==> src/rtl/puf_sample_seq.sv <==
// puf_sample_seq
//
// Sequencer that drives one PUF key generation through the majority voter.
// On an accepted start it clears the voter, collects NUM_SAMPLES raw
// readouts from the PUF (one req/ack handshake each), and pushes every
// readout into the voter with a one-cycle accumulate strobe. It then
// commands the vote, captures the voted word, and clears the voter again.
// Finally it offers the word to the key consumer under a valid/ack
// handshake. If the PUF or the voter stays silent for TIMEOUT cycles, the
// run is aborted and a sticky error flag is raised.
//
// Ports:
//   clk, rst     system clock, asynchronous active-high reset
//   start        begin one generation (only looked at while idle)
//   busy         high whenever the sequencer is not idle
//   puf_req      level request for one PUF readout
//   puf_ack      one-cycle pulse, puf_data valid
//   puf_data     raw PUF response word
//   vote_ready   voter accumulate strobe, vote_data valid
//   vote_data    word handed to the voter
//   vote_go      voter evaluate request, held until vote_done
//   vote_clear   voter clear strobe
//   vote_done    voter result valid
//   vote_result  voted word from the voter
//   key_valid    key_out valid, held until key_ack
//   key_out      voted key word, held until the next capture
//   key_ack      consumer accepts key_out
//   err_timeout  sticky abort flag, cleared by the next accepted start
//   sample_cnt   number of samples pushed in the current run

module puf_sample_seq #(
    parameter int WIDTH       = 128,
    parameter int NUM_SAMPLES = 9,
    parameter int TIMEOUT     = 255
) (
    input  logic             clk,
    input  logic             rst,
    input  logic             start,
    output logic             busy,
    output logic             puf_req,
    input  logic             puf_ack,
    input  logic [WIDTH-1:0] puf_data,
    output logic             vote_ready,
    output logic [WIDTH-1:0] vote_data,
    output logic             vote_go,
    output logic             vote_clear,
    input  logic             vote_done,
    input  logic [WIDTH-1:0] vote_result,
    output logic             key_valid,
    output logic [WIDTH-1:0] key_out,
    input  logic             key_ack,
    output logic             err_timeout,
    output logic [5:0]       sample_cnt
);

    localparam logic [5:0] SAMPLES_LAST = 6'(NUM_SAMPLES);
    localparam logic [9:0] TMO_LAST     = 10'(TIMEOUT - 1);

    typedef enum logic [3:0] {
        S_IDLE,
        S_CLR0,
        S_REQ,
        S_PUSH,
        S_VOTE,
        S_CAP,
        S_CLR1,
        S_OUT,
        S_ABORT
    } state_t;

    state_t     state;
    state_t     state_next;
    logic [9:0] tmo_cnt;
    logic       tmo_hit;

    // The wait counter holds the number of completed cycles in the current
    // REQ/VOTE visit minus one. Comparing against TIMEOUT-1 therefore leaves
    // after exactly TIMEOUT cycles in the waiting state.
    assign tmo_hit = (tmo_cnt == TMO_LAST);

    always_ff @(posedge clk or posedge rst) begin
        if (rst) begin
            state <= S_IDLE;
        end else begin
            state <= state_next;
        end
    end

    // A handshake response wins over a timeout that expires in the same cycle.
    // sample_cnt already counts the sample being pushed while in PUSH.
    always_comb begin
        state_next = state;
        case (state)
            S_IDLE:  if (start) state_next = S_CLR0;
            S_CLR0:  state_next = S_REQ;
            S_REQ: begin
                if (puf_ack) begin
                    state_next = S_PUSH;
                end else if (tmo_hit) begin
                    state_next = S_ABORT;
                end
            end
            S_PUSH:  state_next = (sample_cnt == SAMPLES_LAST) ? S_VOTE : S_REQ;
            S_VOTE: begin
                if (vote_done) begin
                    state_next = S_CAP;
                end else if (tmo_hit) begin
                    state_next = S_ABORT;
                end
            end
            S_CAP:   state_next = S_CLR1;
            S_CLR1:  state_next = S_OUT;
            S_OUT:   if (key_ack) state_next = S_IDLE;
            S_ABORT: state_next = S_IDLE;
            default: state_next = S_IDLE;
        endcase
    end

    // Restarts on every state change so each REQ and VOTE visit gets a fresh
    // budget, including back-to-back REQ visits separated by a PUSH.
    always_ff @(posedge clk or posedge rst) begin
        if (rst) begin
            tmo_cnt <= '0;
        end else if (state_next != state) begin
            tmo_cnt <= '0;
        end else if (state == S_REQ || state == S_VOTE) begin
            tmo_cnt <= tmo_cnt + 10'd1;
        end else begin
            tmo_cnt <= '0;
        end
    end

    // All handshake outputs are registered from the next state, so each one
    // is high exactly while its state is occupied. The voter strobes belong
    // to distinct states and are therefore one cycle wide and exclusive.
    always_ff @(posedge clk or posedge rst) begin
        if (rst) begin
            busy        <= 1'b0;
            puf_req     <= 1'b0;
            vote_ready  <= 1'b0;
            vote_go     <= 1'b0;
            vote_clear  <= 1'b0;
            key_valid   <= 1'b0;
            err_timeout <= 1'b0;
            sample_cnt  <= '0;
            vote_data   <= '0;
            key_out     <= '0;
        end else begin
            busy       <= (state_next != S_IDLE);
            puf_req    <= (state_next == S_REQ);
            vote_ready <= (state_next == S_PUSH);
            vote_go    <= (state_next == S_VOTE);
            vote_clear <= (state_next == S_CLR0) || (state_next == S_CLR1) ||
                          (state_next == S_ABORT);
            key_valid  <= (state_next == S_OUT);

            if (state == S_IDLE && start) begin
                err_timeout <= 1'b0;
                sample_cnt  <= '0;
            end else if (state_next == S_ABORT) begin
                err_timeout <= 1'b1;
            end

            if (state == S_REQ && puf_ack) begin
                vote_data  <= puf_data;
                sample_cnt <= sample_cnt + 6'd1;
            end

            if (state == S_CAP) begin
                key_out <= vote_result;
            end
        end
    end

endmodule

==> config.mk <==
export PLATFORM = sky130hd
export DESIGN_NAME = puf_sample_seq
export DESIGN_NICKNAME = d
export VERILOG_FILES = /design/src/rtl/puf_sample_seq.sv
export SDC_FILE = /design/constraint.sdc
export NUM_CORES = 1
export LEC_CHECK = 0
export ABC_AREA = 1
export BUFFER_PORTS_ARGS = -buffer_cell sky130_fd_sc_hd__buf_4
export CORE_AREA = 2 2 208 210
export CTS_CLUSTER_DIAMETER = 50
export DETAILED_ROUTE_END_ITERATION = 6
export DIE_AREA = 0 0 210 212
export PLACE_DENSITY = 0.61
export SLEW_MARGIN = 20
export SYNTH_ARGS = -nofsm -noshare
export SYNTH_HDL_FRONTEND = slang
export SYNTH_SLANG_ARGS = --single-unit
export TNS_END_PERCENT = 5
==> constraint.sdc <==
create_clock -name clk -period 9.2 [get_ports clk]
set_input_delay 0.92 -clock clk [delete_from_list [all_inputs] [get_ports clk]]
set_output_delay 0.92 -clock clk [all_outputs]
set_load 0.03 [all_outputs]
Word level (Yosys, flattened, before mapping):

Cells that the tools add are included.

* reductions and logical operators: 9
* $add $sub $neg: 2
* muxes and demuxes: 13
* equality and inequality tests: 17

Operators with widths (count)
* 4-bit one-hot mux with 8 select lines: 1
* 4-bit by 3-bit equality test with 1-bit output (second input constant): 7
* 10-bit 2-to-1 mux: 2
* 4-bit 2-to-1 mux: 5
* 4-bit by 2-bit equality test with 1-bit output (second input constant): 4
* 6-bit 2-to-1 mux: 2
* 10-bit by 1-bit adder with 10-bit output (second input constant): 1
* 10-bit by 8-bit equality test with 1-bit output (second input constant): 1
* 4-bit by 1-bit equality test with 1-bit output (second input constant): 2
* 6-bit by 1-bit adder with 6-bit output (second input constant): 1
* 6-bit by 4-bit equality test with 1-bit output (second input constant): 1
* 4-bit equality test (second input constant): 1
* 4-bit logical NOT: 1
* 4-bit inequality test: 1
* 2-bit nonzero test: 2
* 4-bit nonzero test: 1
* 1-bit logical OR: 3
* 3-bit 2-to-1 mux: 1
* 1-bit logical AND: 2
* 1-bit 2-to-1 mux: 2

* logic and storage cells: 53
* output and inout bits: 269
* register bits: 283
* input bits: 262

Logic depth before layout (Yosys ltp):

Gate-level depths: netlist of the first run.

* depth after elaboration: 7
* gate-level depth with buffers: 9
* mapped depth without buffers: 9

Least setup slack after synthesis of the first run:

No wires, ideal clock.

* path kind: input to register
* from: input puf_ack
* to: register vote_data[39]
* data required time: 9.134 ns
* stages on the path: 5
* arrival time: 1.709 ns
* setup slack: 7.426 ns
* setup time: 0.066 ns
* buffers on the path: 2
* cells stage by stage: nand3_2 clkbuf_1 clkbuf_1 nand2_1 nand2_1

* word-level cells in the longest chain between the ends: 1

RTL lines
* from (decl): line 41 `input logic puf_ack,`
* 1-bit logical AND: line 164 `if (state == S_REQ && puf_ack) begin`
* to (signal assigned): line 165 `vote_data <= puf_data;`
* to (decl): line 44 `output logic [WIDTH-1:0] vote_data,`

Every way passes these cells.
A chain may end at the register's enable or synchronous reset.

Worst setup path after layout of the first run:

* from: register state[1]
* to: register vote_data[81]

* word-level cells in the longest chain between the ends: 2

RTL lines
* from (decl): line 71 `state_t state;`
* from (signal assigned): line 85 `state <= state_next;`
* 4-bit by 2-bit equality test with 1-bit output: line 164
* 1-bit logical AND: line 164

Every way passes these cells.

==> summary.txt, run 1 <==
Floorplan
  • Die Wd: 210 um
  • Die Area: about 0.045 mm2
  • IO Pins: between 500 and 600
  • Die height: roughly 210 um
  • Core Region: between 0.04 and 0.05 mm2
  • Initial core utilization: 0.258
  • Row cnt: between 70 and 80

Run status
  • Status: finished clean

Placed design
  • Placed Area: between 0.015 and 0.02 mm2
  • Place WS: between 5 and 6 ns
  • Port Buffer Count: 530
  • Post-DP HPWL: approximately 27000 um
  • RePlAce Congestion: 0.838
  • Dpl cells: about 2300

Cells and area
  • Synth-to-layout area growth: 53.2%
  • Storage element area: between 0.007 and 0.008 mm2
  • Fill count: 4300
  • Final instance area: approximately 0.017 mm2
  • # nets final: between 2000 and 2500
  • Non-filler instance count after layout: about 2400
  • Multi-input logic area: ~0.0035 mm2
  • Share of layout cells above drive strength 1: 0.343

Detailed routing
  • Iter 0 DRT Violations: roughly 550
  • DR vias/cell: between 4 and 5
  • DRC: 0
  • Via count: about 10000
  • WL/cell: approximately 16 um
  • First-pass DRT Iterations: 5
  • Final WL: about 37000 um
  • Post-route ant nets: 0

Critical path
  • Reg2Reg Depth: 7
  • Critical path data required time: just under 10 ns
  • Critical Path Start Type: flop
  • CP most frequent cell: nand2_1
  • Worst R2R Start: state[1]
  • Critical path, cell by cell: inv_2 > nor2_2 > nand3_4 > inv_4 > buf_4 > nand2_1 > nand2_1
  • Slowest stage cell, crit path: buf_4
  • CP max stage delay: approximately 0.7 ns
  • Crit. Startpoint: state[1]
  • Reg2reg setup slack: just over 6 ns
  • Crit Path Max Fanout: 83
  • Buf/Inv on CP: 3
  • Crit end category: flop
  • Crit Path Category: reg2reg
  • Reg2reg end: vote_data[81]
  • Top delay family on crit path: buffers and inverters
  • Critical path arrival: 3.64 ns

STA
  • Fin. max-slew vios: 0
  • Worst-Margin Slew: ~0.91 ns
  • Final Hold Fails: 0
  • Setup_tns: 0 ns
  • Worst hold slack: about 0.44 ns
  • Fmax: between 300 and 400 MHz
  • Fin crit share: 0.344
  • Fin crit period: approximately 3.2 ns
  • RSZ-0062 raised after global routing: no
  • Final setup viols: 0
  • Slew headroom: 0.390
  • Final clock skew: approximately 0.024 ns
  • Final setup margin: between 6 and 7 ns

GRT
  • GRT Util Overall: 0.162
  • Antenna violations before repair: 1
  • Global-route wire length before repair: around 56000 um
  • Grt ovf: 0
  • Vias in the first global route: 10000
  • Largest net degree at the start of global routing: ~100

Synth
  • Synth warnings: 0
  • Sequential share of the synthesized area: 0.645
  • Mapped Nets: between 1500 and 2000
  • Seq cells post-synth: 283
  • Synthesized area: around 0.011 mm2
  • Syn Area/Cell: 8.74 um2
  • Synth Instances: roughly 1300
  • Synth cell types: 27

Power and ir drop
  • Leak pwr: between 8 and 9 nW
  • Maximum vdd drop: 0.000223 V
  • Cell area power density: about 340 mW/mm2

Clocking
  • CTS sink cnt: roughly 280
  • H-tree depth: 2
  • CTS tree: done
  • Worst-Skew Late Latency: 0.55 ns
  • Longest Clk Path Bufs: 3
  • Post-CTS Resized: 0
  • Reg clk slew, reported paths: about 0.06 ns
  • # hold bufs at CTS: 0
  • CTS Buf Count: 39
  • CTS root buf: clkbuf_16
  • Post-CTS setup buffer count: 0

Min path
  • Hold Crit Class: in2async

Run
  • Number of max-cap violations: 0
==> routing by layer <==
metal  vias up  GRT usage  part of all wire
li1       4879          -                 -
met1      4626      0.178              0.38
met2       427      0.280              0.49
met3        65     0.0690              0.10
met4         0     0.0592             0.031
met5         -          0                 0
==> cell families (layout without fill, tap and decap cells) <==
family          Yosys count  in the layout  share of synthesized area
simple gates            857            857                      0.302
flops                   283            283                      0.645
buf+inv                  88            639                     0.0351
compound gates           22             22                     0.0121
fa+ha+maj                 4              4                    0.00456
xor+xnor                  1              1                   0.000798
other cells               0              1                          0
==> cell usage in the layout (no fill, tap or decap), drive strengths merged, types with 9 or more instances in the layout <==
| cell | n |
|---|---|
| buf | 538 |
| clkbuf | 48 |
| clkinv | 9 |
| dfrtp | 283 |
| inv | 38 |
| nand2 | 796 |
| nand3 | 21 |
| nor2 | 13 |
| nor3 | 17 |
| o21ai | 10 |
==> flip-flops by register name (all words and copies together) (netlist names) <==
name and flops:
key_out 128, vote_data 128, tmo_cnt 10, sample_cnt 6
state 4, busy 1, err_timeout 1, key_valid 1
puf_req 1, vote_clear 1, vote_go 1, vote_ready 1
==> cell usage after synthesis (all sizes together) <==
| cell | n | area (um2) |
|---|---|---|
| nor2 | 13 | 56.3 |
| nand4 | 5 | 31.3 |
| buf | 42 | 213 |
| xor2 | 1 | 8.76 |
| ha | 4 | 50.1 |
| nor3 | 17 | 90.1 |
| o21ai | 10 | 50.0 |
| nand3 | 21 | 115 |
| inv | 31 | 116 |
| o22ai | 3 | 18.8 |
| o21a | 1 | 7.51 |
| a21oi | 6 | 41.3 |
| clkbuf | 15 | 56.3 |
| o211ai | 1 | 7.51 |
| or2 | 1 | 6.26 |
| dfrtp | 283 | 7080 |
| o21bai | 1 | 7.51 |
| nand3b | 2 | 15.0 |
| nand2 | 796 | 2990 |
| nor4 | 2 | 12.5 |
==> metrics by stage <==
| stage | power (W) | utilization |
|---|---|---|
| 6_report | 0.00570 | 0.396 |
| 5_1_grt | 0.00604 | 0.396 |
| 4_1_cts | 0.00579 | 0.396 |
| 2_1_floorplan | 0.00320 | - |
| 3_3_place_gp | 0.00416 | 0.364 |
| 3_5_place_dp | 0.00419 | 0.364 |
==> report_power, final <==
part	switching, W	leakage [nW]	internal, W
registers	0.000260	3.09	0.00165
logic	0.00146	5.03	0.000773
clock network	0.000590	0.672	0.000969
==> area by class of cell <==
type | instances | area share
timing repair buffer | 538 | 0.240
clock inverter | 22 | 0.0161
clock buffer | 48 | 0.0649
inverter | 31 | 0.00766
antenna | 1 | 0.000149
tap | 546 | 0.0406
multi-input combinational | 884 | 0.209
sequential | 283 | 0.421
==> worst max-delay path by stage <==
stage / cells past startpoint / slack [ns] / to
finish: 7 / 6.03 / vote_data[81]
floorplan: 1 / 0.47 / busy
detailed placement: 6 / 5.76 / vote_data[16]
global route: 7 / 5.66 / vote_data[87]
CTS: 7 / 5.97 / vote_data[81]
global placement: 6 / 5.83 / vote_data[83]
Power figures use the tool's default switching activity.
==> inputs of run 2 (changes only) <==
ABC_AREA = 0   (was 1)
CORE_AREA = 2 2 206 208   (was 2 2 208 210)
DIE_AREA = 0 0 208 210   (was 0 0 210 212)
clock period = 2.7 ns   (was 9.2 ns; I/O delays follow)
==> run 2 against run 1 <==
Effect of this change: count of clock-buffer cells in the layout is 1 lower; clock power grew to 3.5 times the previous value; setup slack worse by 5.4 ns; largest cell class unchanged; synthesized cell count shrank 25%.
==> summary.txt, run 2 <==
Synth
  • Largest family of logic cells by synthesized area: simple AND/OR/NAND/NOR gates
  • Most used flip-flop cell after synthesis: dfrtp_1
  • Seq cells post-synth: 283
  • Syn Area/Cell: between 10 and 15 um2
  • Compound-cell area share of the yosys netlist: 0.00848
  • Portion of netlist area occupied by mux cells: 0.136
  • Sequential share of the synthesized area: 0.658
  • Top post-synthesis cells by area: dfrtp_1 66%, nand2_1 14%, mux2_2 13%
  • Async SR Flop Fraction: 1.00
  • Post-synthesis xor/xnor area fraction: 0.00651
  • Mapped Nets: 1203
  • Post-Synth Adder-Cell Area: 0.00465
  • Share of the synthesized area in the top cell type: 0.658
  • Synth cell types: 39
  • Top-count cell post-synth: nand2_1
  • Synth Instances: about 940
  • Synthesized area: roughly 0.011 mm2
  • Post-synth EDFFs: 0
  • Synth area leader: dfrtp_1
  • Synth warnings: 0
  • Synth Area in Simple Gates: 0.166
  • Post-synth top cells: 395 x nand2_1, 283 x dfrtp_1, 128 x mux2_2

Placed design
  • Port Buffer Count: 530
  • RePlAce Congestion: between 0.7 and 0.8
  • Post-DP HPWL: approximately 24000 um
  • Placed Area: 0.0155 mm2
  • Place WS: roughly 0.68 ns

GRT
  • Antenna violations before repair: 1
  • Vias in the first global route: between 10000 and 15000
  • Grt ovf: 0
  • Largest net degree at the start of global routing: 132
  • Global-route wire length before repair: roughly 58000 um
  • GRT Util Overall: 0.164

Clocking
  • Worst-Skew Late Latency: 0.53 ns
  • CTS tree: done
  • CTS root buf: clkbuf_16
  • H-tree depth: 2
  • CTS Buf Count: 37
  • Post-CTS Resized: 0
  • Post-CTS setup buffer count: 0
  • Reg clk slew, reported paths: roughly 0.06 ns
  • CTS sink cnt: 283
  • # hold bufs at CTS: around 260
  • Longest Clk Path Bufs: 3

Power and ir drop
  • Clock share of power: 0.249
  • Cell area power density: ~1100 mW/mm2
  • Sw frac: 0.403
  • Pint: between 0.01 and 0.015 W
  • Comb pwr share: 0.435
  • Leak pwr: 9.87 nW
  • Switching power: approximately 0.0087 W
  • Sequential Power Share: 0.317
  • Maximum vdd drop: 0.000650 V

STA
  • Slew headroom: 0.504
  • Fin. max-slew vios: 0
  • RSZ-0062 raised after global routing: no
  • Final setup margin: ~0.65 ns
  • Fmax: around 490 MHz
  • Final Hold Fails: 0
  • Fin crit share: 0.760
  • Fin crit period: approximately 2.1 ns
  • Final clock skew: about 0.0094 ns
  • Setup_tns: 0 ns
  • Final setup viols: 0
  • Worst-Margin Slew: roughly 0.74 ns

Critical path
  • Critical Path Start Type: flop
  • Crit end category: flop
  • Critical path arrival: about 2.5 ns
  • Crit Path Max Fanout: roughly 130
  • Critical path data required time: between 3 and 4 ns
  • Crit Path Category: reg2reg
  • Reg2reg setup slack: approximately 0.65 ns

Cells and area
  • Share of layout cells above drive strength 1: 0.422
  • Most frequent cells in the layout: 539 x buf_4, 395 x nand2_1, 283 x dfrtp_1
  • Final instance area: 0.0194 mm2
  • # nets final: between 2000 and 2500
  • Fill count: between 3000 and 4000
  • Biggest regs: key_out x128, vote_data x128, tmo_cnt x10
  • Synth-to-layout area growth: 80.4%
  • Most common cell after layout, fill and taps aside: buf_4

Detailed routing
  • Via count: 9806
  • Post-route ant nets: 0
  • Iter 0 DRT Violations: around 380
  • WL/cell: between 15 and 20 um
  • Final WL: ~37000 um
  • DR vias/cell: around 4.3
  • DRC: 0
  • First-pass DRT Iterations: 5

Run
  • Number of max-cap violations: 0

Min path
  • Hold Crit Class: in2reg

Floorplan
  • IO Pins: roughly 530
  • Die height: between 200 and 250 um
  • Die Wd: around 210 um
  • Die Area: between 0.04 and 0.05 mm2
  • Core Region: around 0.041 mm2
  • Initial core utilization: 0.260
  • Row cnt: 75

Run status
  • Status: finished clean
==> run 2: cell types whose count changed after synthesis, moves of 5 or more <==
cell	change
mux2_2	+128
inv_1	-22
a21oi_1	-5
buf_2	-14
nor3_1	-14
nand2_1	-401
nand3_1	-13
nor2_1	+8
==> run 2: layer usage <==
| metal | global-route usage | vias to the layer above | part of all wire |
|---|---|---|---|
| met5 | 0 | - | 0 |
| met4 | 0.0553 | 0 | 0.025 |
| met3 | 0.0523 | 66 | 0.073 |
| met2 | 0.291 | 392 | 0.51 |
| met1 | 0.186 | 4726 | 0.39 |
| li1 | - | 4622 | - |
==> run 2: power groups by stage <==
stage	registers, W	logic (W)	clock network [W]
3_5_place_dp	0.00687	0.00914	0
5_1_grt	0.00708	0.0100	0.00573
2_1_floorplan	0.00995	0.00217	0
4_1_cts	0.00685	0.00944	0.00555
3_3_place_gp	0.00681	0.00905	0
6_report	0.00686	0.00943	0.00539
==> run 2: final timing paths <==
kind                                     from       endpoint  cells past startpoint
min in group asynchronous                 rst    key_out[45]                      3
worst max register to register       state[0]  vote_data[96]                      5
worst max-delay path                 state[0]  vote_data[96]                      5
worst min-delay path                  key_ack      key_valid                      4
max in group asynchronous                 rst    key_out[68]                      4
worst min register to register  vote_data[13]  vote_data[13]                      2
==> run 2: final cells by class <==
type | count | area (um2) | area share
inverters | 7 | 32.5 | 0.00167
flip-flops and latches | 283 | 7080 | 0.365
clock buffers | 47 | 1040 | 0.0533
multi-input cells | 602 | 3460 | 0.178
diodes | 1 | 2.50 | 0.000129
repair buffers | 806 | 6810 | 0.351
well taps | 539 | 674 | 0.0347
clock inverters | 19 | 322 | 0.0166
==> run 2: kinds of logic (layout without fill, tap and decap cells) <==
kind of cell,after synthesis,after routing
compound gates,13,13
xor+xnor,8,8
fa+ha+maj,4,4
buf+inv,52,879
flops,283,283
mux,130,130
other cells,0,1
simple gates,447,447
==> run 2: stage by stage <==
step | power (W) | utilization | std cells | hold WS (ns)
floorplan | 0.0121 | - | 937 | 0.375
global placement | 0.0159 | 0.373 | 1979 | 0.319
detailed placement | 0.0160 | 0.373 | 1979 | 0.320
CTS | 0.0218 | 0.468 | 2303 | 0.0492
global route | 0.0228 | 0.468 | 2304 | 0.0794
finish | 0.0217 | 0.468 | 2304 | 0.0840
==> run 2: worst max-delay path, cell delays in order (launching register included) <==
cell and delay, ns:
dfrtp_1 0.46, or3_1 0.47, or2_4 0.30, buf_12 0.22
nand2_1 0.21, nand2_1 0.08
